**config.mk**
```make
export PLATFORM = sky130hd
export DESIGN_NAME = rect_fill_flat
export DESIGN_NICKNAME = d
export VERILOG_FILES = /design/src/rtl/rect_fill_pkg.sv /design/src/rtl/rect_fill_if.sv /design/src/rtl/rect_fill_raster_scan.sv /design/src/rtl/rect_fill.sv /design/src/flat_wrapper.sv
export SDC_FILE = /design/constraint.sdc
export NUM_CORES = 1
export LEC_CHECK = 0
export CORE_ASPECT_RATIO = 1.5
export CORE_MARGIN = 5
export CORE_UTILIZATION = 45
export CTS_BUF_LIST = sky130_fd_sc_hd__clkbuf_16
export CTS_CLUSTER_SIZE = 16
export DETAILED_ROUTE_END_ITERATION = 16
export PLACE_DENSITY = 0.67
export RECOVER_POWER = 100
export SETUP_SLACK_MARGIN = 0.1
export SYNTH_ARGS = -nofsm -noshare
export SYNTH_HDL_FRONTEND = slang
export SYNTH_HIERARCHICAL = 1
export SYNTH_SLANG_ARGS = --single-unit
```
**constraint.sdc**
```tcl
create_clock -name clk -period 2.8 [get_ports clk]
set_input_delay 0.56 -clock clk [delete_from_list [all_inputs] [get_ports clk]]
set_output_delay 0.56 -clock clk [all_outputs]
set_load 0.02 [all_outputs]
```
**src/rtl/rect_fill_pkg.sv**
```systemverilog
// rect_fill_pkg: shared state encoding and default geometry for the rectangle fill engine.
package rect_fill_pkg;
  typedef enum logic [1:0] {IDLE, LOAD, RUN, DONE} state_t;
  localparam int DEF_X_W = 8;
  localparam int DEF_Y_W = 8;
  localparam int DEF_COLOR_W = 3;
  localparam int DEF_MAX_X = 159;
  localparam int DEF_MAX_Y = 119;
endpackage

```
**src/rtl/rect_fill_if.sv**
```systemverilog
// rect_fill_if: valid/ready pixel write port between the fill engine and the frame-buffer arbiter.
interface rect_fill_if #(
  parameter int X_W = rect_fill_pkg::DEF_X_W,
  parameter int Y_W = rect_fill_pkg::DEF_Y_W,
  parameter int COLOR_W = rect_fill_pkg::DEF_COLOR_W
);
  logic plot;
  logic plot_ready;
  logic [X_W-1:0] CounterX;
  logic [Y_W-1:0] CounterY;
  logic [COLOR_W-1:0] color_out;
  modport master (output plot, CounterX, CounterY, color_out, input plot_ready);
  modport slave (input plot, CounterX, CounterY, color_out, output plot_ready);
endinterface

```
**src/rtl/rect_fill_raster_scan.sv**
```systemverilog
// raster_scan: X-fastest X/Y counters over a loaded [xmin..xmax] x [ymin..ymax] window.
module raster_scan #(
  parameter int X_W = 8,
  parameter int Y_W = 8
) (
  input  logic           clk,
  input  logic           reset,
  input  logic           load,
  input  logic           advance,
  input  logic [X_W-1:0] xmin,
  input  logic [X_W-1:0] xmax,
  input  logic [Y_W-1:0] ymin,
  input  logic [Y_W-1:0] ymax,
  output logic [X_W-1:0] x,
  output logic [Y_W-1:0] y,
  output logic           last
);
  logic [X_W-1:0] x_q, x_d, xmin_q, xmin_d, xmax_q, xmax_d;
  logic [Y_W-1:0] y_q, y_d, ymin_q, ymin_d, ymax_q, ymax_d;
  logic row_end, step;
  always_comb begin
    row_end = x_q == xmax_q;
    last = row_end && y_q == ymax_q;
    // the final beat holds the counters so they never pass xmax/ymax
    step = advance && !last;
    xmin_d = load ? xmin : xmin_q;
    xmax_d = load ? xmax : xmax_q;
    ymin_d = load ? ymin : ymin_q;
    ymax_d = load ? ymax : ymax_q;
    x_d = load ? xmin : !step ? x_q : row_end ? xmin_q : x_q + 1'b1;
    y_d = load ? ymin : (step && row_end) ? y_q + 1'b1 : y_q;
  end
  always_ff @(posedge clk or negedge reset) begin
    if (!reset) begin
      x_q <= '0;
      y_q <= '0;
      xmin_q <= '0;
      xmax_q <= '0;
      ymin_q <= '0;
      ymax_q <= '0;
    end else begin
      x_q <= x_d;
      y_q <= y_d;
      xmin_q <= xmin_d;
      xmax_q <= xmax_d;
      ymin_q <= ymin_d;
      ymax_q <= ymax_d;
    end
  end
  assign x = x_q;
  assign y = y_q;
endmodule

```
**src/rtl/rect_fill.sv**
```systemverilog
// rect_fill: clipped rectangle fill engine streaming pixels over a valid/ready port.
// RECT_FILL_CHECKER_EN selects a checkerboard of color/color_alt instead of a flat colour.
module rect_fill
  import rect_fill_pkg::*;
#(
  parameter int X_W = DEF_X_W,
  parameter int Y_W = DEF_Y_W,
  parameter int COLOR_W = DEF_COLOR_W,
  parameter int MAX_X = DEF_MAX_X,
  parameter int MAX_Y = DEF_MAX_Y
) (
  input  logic               clk,
  input  logic               reset,
  input  logic               start,
  input  logic               abort,
  input  logic [X_W-1:0]     x0,
  input  logic [X_W-1:0]     x1,
  input  logic [Y_W-1:0]     y0,
  input  logic [Y_W-1:0]     y1,
  input  logic [COLOR_W-1:0] color,
  input  logic [COLOR_W-1:0] color_alt,
  rect_fill_if.master        pix,
  output logic               busy,
  output logic               finished
);
  localparam logic [X_W-1:0] MX = X_W'(MAX_X);
  localparam logic [Y_W-1:0] MY = Y_W'(MAX_Y);
  state_t state_q, state_d;
  logic [X_W-1:0] x0_q, x0_d, x1_q, x1_d, xmin, xhi, xmax, cx;
  logic [Y_W-1:0] y0_q, y0_d, y1_q, y1_d, ymin, yhi, ymax, cy;
  logic [COLOR_W-1:0] color_q, color_d;
  logic take, empty, accept, last;
  always_comb begin
    take = state_q == IDLE && start;
    x0_d = take ? x0 : x0_q;
    x1_d = take ? x1 : x1_q;
    y0_d = take ? y0 : y0_q;
    y1_d = take ? y1 : y1_q;
    color_d = take ? color : color_q;
    xmin = x0_q < x1_q ? x0_q : x1_q;
    xhi = x0_q < x1_q ? x1_q : x0_q;
    xmax = xhi > MX ? MX : xhi;
    ymin = y0_q < y1_q ? y0_q : y1_q;
    yhi = y0_q < y1_q ? y1_q : y0_q;
    ymax = yhi > MY ? MY : yhi;
    empty = xmin > MX || ymin > MY;
    accept = pix.plot && pix.plot_ready;
    // abort beats a simultaneous final acceptance
    state_d = state_q == IDLE ? (start ? LOAD : IDLE)
            : state_q == LOAD ? (abort ? IDLE : empty ? DONE : RUN)
            : state_q == RUN  ? (abort ? IDLE : (accept && last) ? DONE : RUN)
            : IDLE;
  end
  always_ff @(posedge clk or negedge reset) begin
    if (!reset) begin
      state_q <= IDLE;
      x0_q <= '0;
      x1_q <= '0;
      y0_q <= '0;
      y1_q <= '0;
      color_q <= '0;
    end else begin
      state_q <= state_d;
      x0_q <= x0_d;
      x1_q <= x1_d;
      y0_q <= y0_d;
      y1_q <= y1_d;
      color_q <= color_d;
    end
  end
  raster_scan #(.X_W(X_W), .Y_W(Y_W)) u_scan (
    .clk(clk),
    .reset(reset),
    .load(state_q == LOAD),
    .advance(accept && !abort),
    .xmin(xmin),
    .xmax(xmax),
    .ymin(ymin),
    .ymax(ymax),
    .x(cx),
    .y(cy),
    .last(last)
  );
  assign pix.plot = state_q == RUN;
  assign pix.CounterX = cx;
  assign pix.CounterY = cy;
  assign busy = state_q == LOAD || state_q == RUN;
  assign finished = state_q == DONE;
`ifdef RECT_FILL_CHECKER_EN
  logic [COLOR_W-1:0] alt_q, alt_d;
  always_comb alt_d = take ? color_alt : alt_q;
  always_ff @(posedge clk or negedge reset) begin
    if (!reset) alt_q <= '0;
    else alt_q <= alt_d;
  end
  assign pix.color_out = (cx[0] ^ cy[0]) ? alt_q : color_q;
`else
  logic unused_alt;
  assign unused_alt = ^color_alt;
  assign pix.color_out = color_q;
`endif
endmodule

```
**src/flat_wrapper.sv**
```systemverilog
// flat-port wrapper written by rule: the top's interface ports become plain ports
module rect_fill_flat import rect_fill_pkg::*;
#(
  parameter int X_W = DEF_X_W,
  parameter int Y_W = DEF_Y_W,
  parameter int COLOR_W = DEF_COLOR_W,
  parameter int MAX_X = DEF_MAX_X,
  parameter int MAX_Y = DEF_MAX_Y
)
  (clk, reset, start, abort, x0, x1, y0, y1, color, color_alt, busy, finished, pix_plot, pix_CounterX, pix_CounterY, pix_color_out, pix_plot_ready);
  rect_fill_if #(.X_W(X_W), .Y_W(Y_W), .COLOR_W(COLOR_W)) pix_i ();
  input  logic clk;
  input  logic reset;
  input  logic start;
  input  logic abort;
  input  logic [X_W-1:0] x0;
  input  logic [X_W-1:0] x1;
  input  logic [Y_W-1:0] y0;
  input  logic [Y_W-1:0] y1;
  input  logic [COLOR_W-1:0] color;
  input  logic [COLOR_W-1:0] color_alt;
  output logic busy;
  output logic finished;
  output wire logic [$bits(pix_i.plot)-1:0] pix_plot;
  output wire logic [$bits(pix_i.CounterX)-1:0] pix_CounterX;
  output wire logic [$bits(pix_i.CounterY)-1:0] pix_CounterY;
  output wire logic [$bits(pix_i.color_out)-1:0] pix_color_out;
  input wire logic [$bits(pix_i.plot_ready)-1:0] pix_plot_ready;
  assign pix_plot = pix_i.plot;
  assign pix_CounterX = pix_i.CounterX;
  assign pix_CounterY = pix_i.CounterY;
  assign pix_color_out = pix_i.color_out;
  assign pix_i.plot_ready = pix_plot_ready;
  rect_fill #(.X_W(X_W), .Y_W(Y_W), .COLOR_W(COLOR_W), .MAX_X(MAX_X), .MAX_Y(MAX_Y)) u_core (.clk(clk), .reset(reset), .start(start), .abort(abort), .x0(x0), .x1(x1), .y0(y0), .y1(y1), .color(color), .color_alt(color_alt), .pix(pix_i), .busy(busy), .finished(finished));
endmodule
```
After elaboration in Yosys (flattened, before gate mapping)
Index checks and enable logic that the tools add are counted.
{"block": "totals", "register_bits": 77, "output_inout_bits": 22}
{"block": "classes", "addsub": 2, "n_lt_le_gt_ge": 6, "eq_ne": 5, "n_mux": 19, "n_reduce_logical": 14}
{"cell": "2-to-1 mux 8 bit", "n": 11}
{"cell": "adder 8 x 1 -> 8 bit, second input constant", "n": 2}
{"cell": "== test 8 bit", "n": 2}
{"cell": "greater-than comparator 8 x 7 -> 1 bit, second input constant", "n": 2}
{"cell": "greater-than comparator 8 bit, second input constant", "n": 2}
{"cell": "less-than comparator 8 bit", "n": 2}
{"cell": "2-to-1 mux 2 bit", "n": 5}
{"cell": "logical AND 1 bit", "n": 7}
{"cell": "== test 2 bit, second input constant", "n": 2}
{"cell": "nonzero test 2 bit", "n": 2}
{"cell": "2-to-1 mux 1 bit", "n": 3}
{"cell": "== test 2 x 1 -> 1 bit, second input constant", "n": 1}
{"cell": "logical NOT 1 bit", "n": 2}
{"cell": "logical NOT 2 bit", "n": 1}
{"cell": "logical OR 1 bit", "n": 2}

Longest topological paths before layout
{"block": "logic_depth", "word_depth": 8, "depth_mapped": 12, "depth_no_buf": 11}

Hierarchy
The synthesis kept the hierarchy.
{"module": "rect_fill", "instances": 1, "cells_per_inst": 213, "area_each_um2": 2283.4, "seq_area_each_um2": 925.9}
{"module": "raster_scan", "instances": 1, "cells_per_inst": 216, "area_each_um2": 2259.7, "seq_area_each_um2": 1001.0}

Worst setup path before layout
Ideal clock, no wire load.
{"block": "synth_path", "path_kind": "register -> register", "from": "reg u_core.x0_q[2]", "to": "reg u_core.u_scan.x_q[5], in the netlist u_core/u_scan/x[5]", "setup_ns": 0.128, "t_arrival_ns": 2.123, "path_slack_ns": 0.549, "stages_incl_launch_ff": 10, "path_buffers": 1, "period_less_slack_ns": 2.251, "cell_sequence": "dfrtp_1 ha_1 a211oi_2 o21ai_1 a211oi_4 buf_2 o21ai_0 nand2_1 o221ai_1 mux2_1"}
{"block": "synth_between", "elab_chain_len": 3}
{"item": "start: declaration", "line": "rect_fill.sv:29", "text": "logic [X_W-1:0] x0_q, x0_d, x1_q, x1_d, xmin, xhi, xmax, cx;"}
{"item": "start signal: assignment", "line": "rect_fill.sv:57", "text": "x0_q <= '0;"}
{"item": "start signal: assignment", "line": "rect_fill.sv:64", "text": "x0_q <= x0_d;"}
{"item": "less-than comparator 8 bit", "line": "rect_fill.sv:40", "text": "xmin = x0_q < x1_q ? x0_q : x1_q;"}
{"item": "2-to-1 mux 8 bit", "line": "rect_fill.sv:40"}
{"item": "net u_core.xmin[5]", "line": "rect_fill.sv:29"}
{"item": "2-to-1 mux 8 bit", "line": "rect_fill_raster_scan.sv:30", "text": "x_d = load ? xmin : !step ? x_q : row_end ? xmin_q : x_q + 1'b1;"}
{"item": "end signal: assignment", "line": "rect_fill_raster_scan.sv:35", "text": "x_q <= '0;"}
{"item": "end signal: assignment", "line": "rect_fill_raster_scan.sv:42", "text": "x_q <= x_d;"}
{"item": "end: declaration", "line": "rect_fill_raster_scan.sv:18", "text": "logic [X_W-1:0] x_q, x_d, xmin_q, xmin_d, xmax_q, xmax_d;"}
The timed path passes the listed nets, and every way through them passes these cells.
A chain may end at the register's enable or synchronous reset.

Worst setup path in the final report
{"block": "layout_path", "from": "reg u_core.x0_q[2]", "to": "reg u_core.state_q[0]"}
{"block": "layout_between", "elab_chain_len": 8}
{"item": "less-than comparator 8 bit", "line": "rect_fill.sv:40"}
{"item": "2-to-1 mux 8 bit (*)", "line": "rect_fill.sv:40"}
{"item": "greater-than comparator 8 bit (*)", "line": "rect_fill.sv:46", "text": "empty = xmin > MX || ymin > MY;"}
{"item": "logical OR 1 bit (*)", "line": "rect_fill.sv:46"}
{"item": "2-to-1 mux 1 bit (*)", "line": "rect_fill.sv:50", "text": ": state_q == LOAD ? (abort ? IDLE : empty ? DONE : RUN)"}
{"item": "2-to-1 mux 2 bit (*) (2 in a row)", "line": "rect_fill.sv:50"}
{"item": "2-to-1 mux 2 bit (*)", "line": "rect_fill.sv:49", "text": "state_d = state_q == IDLE ? (start ? LOAD : IDLE)"}
{"item": "net u_core.state_d[0]", "line": "rect_fill.sv:28", "text": "state_t state_q, state_d;"}
{"item": "end signal: assignment", "line": "rect_fill.sv:63", "text": "state_q <= state_d;"}
{"item": "end: declaration", "line": "rect_fill.sv:28"}
Mark *: on every way through the listed nets, which the timed path passes. The rest lies on a longest branch.

==> metrics.txt <==
# TYPE chip_impl_metric gauge
chip_impl_metric{name="area_growth_syn_to_layout",unit="%"} 20.74
chip_impl_metric{name="grt_antenna_before_repair",unit=""} 0
chip_impl_metric{name="crit_path_max_incr_delay",unit="ns"} 0.46
chip_impl_metric{name="finalWeightedCongestion",unit=""} 0.8766
chip_impl_metric{name="hold_depth",unit=""} 2
chip_impl_metric{name="route.detailed.wl_per_inst",unit="um"} 15.87
chip_impl_metric{name="cp_num_buf_inv",unit=""} 1
chip_impl_info{name="clock_tree_from_tritoncts",value="done"} 1
chip_impl_metric{name="detailroute.via_count",unit=""} 3342
chip_impl_metric{name="post-place-cells",unit=""} 597
chip_impl_metric{name="post-cts-setup-buffers",unit=""} 0
chip_impl_info{name="setup.worst_path.end_class",value="flip-flop"} 1
chip_impl_info{name="hp-start",value="u_core/u_scan/xmin_q[7]"} 1
chip_impl_info{name="mostFrequentLayoutCell",value="dfrtp_1"} 1
chip_impl_metric{name="finalHoldViolations",unit=""} 0
chip_impl_metric{name="tightest_slew",unit="ns"} 1.894
chip_impl_metric{name="cellLeakagePower",unit="nW"} 2.378
chip_impl_metric{name="asyncSetResetFlopFracSynth",unit=""} 1.000
chip_impl_metric{name="globalRouteTotalUtil",unit=""} 0.1675
chip_impl_info{name="violations_in_the_final_reports",value="capacitance limit, slew limit"} 1
chip_impl_metric{name="route.detailed.drc",unit=""} 0
chip_impl_metric{name="numCtsBuffers",unit=""} 9
chip_impl_metric{name="start_util",unit=""} 0.4533
chip_impl_metric{name="dp_hpwl",unit="mm"} 7.193
chip_impl_metric{name="worst-r2r-cell-count",unit=""} 7
chip_impl_metric{name="cts.sink_count",unit=""} 77
chip_impl_metric{name="timing.reg2reg.setup_slack",unit="ns"} 0.22
chip_impl_metric{name="drt-initial-drc-count",unit=""} 125
chip_impl_metric{name="cap_viol_max_count",unit=""} 1
chip_impl_metric{name="vias_per_cell",unit=""} 5.461
chip_impl_info{name="worst_r2r_startpoint",value="u_core/x0_q[2]"} 1
chip_impl_metric{name="placementRows",unit=""} 45
chip_impl_metric{name="finalWirelength",unit="mm"} 9.710
chip_impl_metric{name="muxShareOfSynthArea",unit=""} 0.1793
chip_impl_metric{name="die-area",unit="sq um"} 12250
chip_impl_metric{name="finalClockSkew",unit="ns"} 0.007547
chip_impl_metric{name="grt_start_max_net_pins",unit=""} 78
chip_impl_metric{name="drt_pass1_iterations",unit=""} 4
chip_impl_metric{name="cp_data_required_time",unit="ns"} 3.03
chip_impl_metric{name="final.hold.worst_slack",unit="ns"} 0.4797
chip_impl_info{name="critical_path.startpoint_type",value="flip-flop"} 1
chip_impl_metric{name="vias_in_the_first_global_route",unit=""} 3402
chip_impl_info{name="hold_crit_endpoint",value="u_core/u_scan/xmin_q[7]"} 1
chip_impl_metric{name="worst-endpoint-arrival",unit="ns"} 2.81
chip_impl_metric{name="post_layout_net_count",unit=""} 554
chip_impl_metric{name="numPortBuffers",unit=""} 61
chip_impl_metric{name="syn_area",unit="sq um"} 4543
chip_impl_info{name="crit_path_cell_trace",value="ha_1 > a211oi_2 > o21ai_1 > a211oi_4 > clkbuf_2 > mux2_1 > a311oi_2"} 1
chip_impl_metric{name="worst_setup_slack_after_layout",unit="ns"} 0.2168
chip_impl_info{name="r2r-end",value="u_core/state_q[0]"} 1
chip_impl_metric{name="pwr_density_cell",unit="nW/um^2"} 1332
chip_impl_metric{name="clkTransAtPathRegs",unit="ns"} 0.06
chip_impl_metric{name="diodes",unit=""} 0
chip_impl_metric{name="clock_tree.buffer_depth",unit=""} 2
chip_impl_info{name="rsz0062_at_grt",value="false"} 1
chip_impl_metric{name="yosysWarnings",unit=""} 6
chip_impl_metric{name="design.portCount",unit=""} 65
chip_impl_metric{name="core",unit="sq um"} 10020
chip_impl_metric{name="filler_cell_count",unit=""} 915
chip_impl_metric{name="syn_nets",unit=""} 492
chip_impl_metric{name="max-vdd-ir-drop",unit="mV"} 0.7614
chip_impl_metric{name="floorplan.die.height",unit="um"} 133.1
chip_impl_info{name="worst-setup-path-type",value="reg2reg"} 1
chip_impl_info{name="holdCritPathClass",value="reg2reg"} 1
chip_impl_metric{name="synth_cell_type_count",unit=""} 55
chip_impl_metric{name="syn-mean-instance-area",unit="sq um"} 10.59
chip_impl_metric{name="final.min_clock_period",unit="ns"} 2.583
chip_impl_metric{name="post_route_cells_drive_above_1_share",unit=""} 0.1818
chip_impl_metric{name="route.antenna.remaining_nets",unit=""} 0
chip_impl_metric{name="setup-tns-final",unit="ns"} 0
chip_impl_metric{name="ys_seq_area_frac",unit=""} 0.4241
chip_impl_metric{name="finalMaxSlewViolations",unit=""} 78
chip_impl_info{name="postSynth.topFlopCell",value="dfrtp_1"} 1
chip_impl_metric{name="post_cts_resized",unit=""} 0
chip_impl_metric{name="achievable-frequency",unit="MHz"} 387.1
chip_impl_metric{name="final-setup-viol-count",unit=""} 0
chip_impl_metric{name="slew_headroom",unit=""} -0.2624
chip_impl_metric{name="die_width",unit="um"} 92.04
chip_impl_metric{name="holdBufCountCts",unit=""} 0
chip_impl_metric{name="grt_pass1_wl",unit="mm"} 16.51
chip_impl_metric{name="synth_cells",unit=""} 429
chip_impl_metric{name="synth_xor_xnor_area_share",unit=""} 0.04517
chip_impl_metric{name="count_of_h_tree_levels_built_during_cts",unit=""} 3
chip_impl_metric{name="post_synth_fa_ha_maj_area_fraction",unit=""} 0.05508
chip_impl_metric{name="synthSimpleGateAreaFrac",unit=""} 0.1239
chip_impl_metric{name="edff_count_synth",unit=""} 0
chip_impl_metric{name="preCtsSetupSlack",unit="ns"} 0.3716
chip_impl_metric{name="globalRouteOverflowTotal",unit=""} 0
chip_impl_metric{name="synth_compound_area_frac",unit=""} 0.1281
chip_impl_info{name="worst_path_max_delay_cell",value="clkbuf_2"} 1
chip_impl_metric{name="clock_latency_reported_for_the_late_side_of_the_worst_skew_pair",unit="ns"} 0.33
chip_impl_metric{name="instances_no_fill",unit=""} 612
chip_impl_info{name="mostFrequentLayoutCells",value="dfrtp_1, mux2_2, nand2_1"} 1
chip_impl_info{name="synth_top_family_by_area",value="multiplexers"} 1
chip_impl_metric{name="final.period_utilization",unit=""} 0.9226
chip_impl_info{name="clk_root_buffer_cell",value="clkbuf_16"} 1
chip_impl_metric{name="crit_path_max_fanout",unit=""} 25
chip_impl_info{name="cpLargestDelayFamily",value="compound AO/OA/AOI/OAI gates"} 1
chip_impl_metric{name="synth_seq_cells",unit=""} 77
chip_impl_info{name="status",value="finished with violations"} 1
==> tightest hold or removal path: stages, from the launching register on <==
cell and delay (ns):
dfrtp_1 0.32, nand2_1 0.07, nand2_1 0.06
==> where the power goes <==
part           leakage (nW)  internal [mW]  switching [mW]
sequential            0.906           1.67           0.568
combinational          1.34           1.92            2.15
clock                 0.136          0.578           0.420
==> registers in the layout (all words and copies together) (netlist names) <==
signal	cells
u_core/pix.color_out	3
u_core/u_scan/xmax_q	8
u_core/u_scan/y	8
u_core/u_scan/xmin_q	8
u_core/y0_q	8
u_core/x0_q	8
u_core/u_scan/ymax_q	8
u_core/state_q	2
u_core/y1_q	8
u_core/u_scan/x	8
u_core/x1_q	8
==> Yosys cell counts, types with 4 or more instances <==
| master | instances | area share |
|---|---|---|
| dfrtp_1 | 77 | 0.42 |
| mux2_2 | 58 | 0.14 |
| nand2_1 | 50 | 0.041 |
| o21ai_0 | 37 | 0.041 |
| inv_1 | 24 | 0.020 |
| ha_1 | 20 | 0.055 |
| nor2_1 | 19 | 0.016 |
| mux2i_1 | 15 | 0.033 |
| xnor2_1 | 13 | 0.025 |
| nand3_1 | 12 | 0.013 |
| clkbuf_1 | 10 | 0.0083 |
| a31oi_1 | 7 | 0.0096 |
| nor3_1 | 7 | 0.0077 |
| a21oi_1 | 4 | 0.0044 |
| buf_6 | 4 | 0.0099 |
| nor2b_1 | 4 | 0.0055 |
| xnor2_2 | 4 | 0.014 |
==> per-layer routing <==
| layer | vias to the layer above | track usage | wire (um) |
|---|---|---|---|
| met5 | - | 0 | 0 |
| met1 | 1613 | 0.2198 | 4301 |
| li1 | 1653 | - | - |
| met4 | 0 | 0.07851 | 168 |
| met2 | 65 | 0.2687 | 4871 |
| met3 | 11 | 0.02787 | 368 |
==> cell families after synthesis <==
group / Yosys count
simple gates: 114
compound gates: 81
flops: 77
mux: 74
buf+inv: 42
fa+ha+maj: 20
xor+xnor: 20
other cells: 1
==> worst max path at each step <==
stage / slack (ns) / startpoint / end / cells past startpoint
floorplan: 0.55 / u_core/x0_q[2] / u_core/u_scan/x[5] / 9
global placement: 0.41 / pix_plot_ready / u_core/u_scan/y[5] / 6
detailed placement: 0.37 / u_core/y1_q[2] / u_core/u_scan/ymax_q[0] / 8
CTS: 0.36 / u_core/y1_q[2] / u_core/u_scan/ymax_q[0] / 8
global route: 0.08 / u_core/x1_q[2] / u_core/u_scan/x[5] / 10
finish: 0.22 / u_core/x0_q[2] / u_core/state_q[0] / 7
==> stage by stage <==
step,utilization,instance area [sq um],power (mW)
2_1_floorplan,-,4543,5.360
3_3_place_gp,0.5238,5250,6.314
3_5_place_dp,0.5238,5250,6.452
4_1_cts,0.5488,5500,7.478
5_1_grt,0.5473,5485,7.904
6_report,0.5473,5485,7.306
==> final cells by class <==
type / instances / area, sq um / area share
tap: 117 / 146.4 / 0.02669
clock inverter: 6 / 25.02 / 0.004562
sequential: 77 / 1927 / 0.3513
timing repair buffer: 69 / 653.1 / 0.1191
inverter: 24 / 90.09 / 0.01642
multi-input combinational: 310 / 2419 / 0.4409
clock buffer: 9 / 225.2 / 0.04106
(Power assumes the default switching activity.)
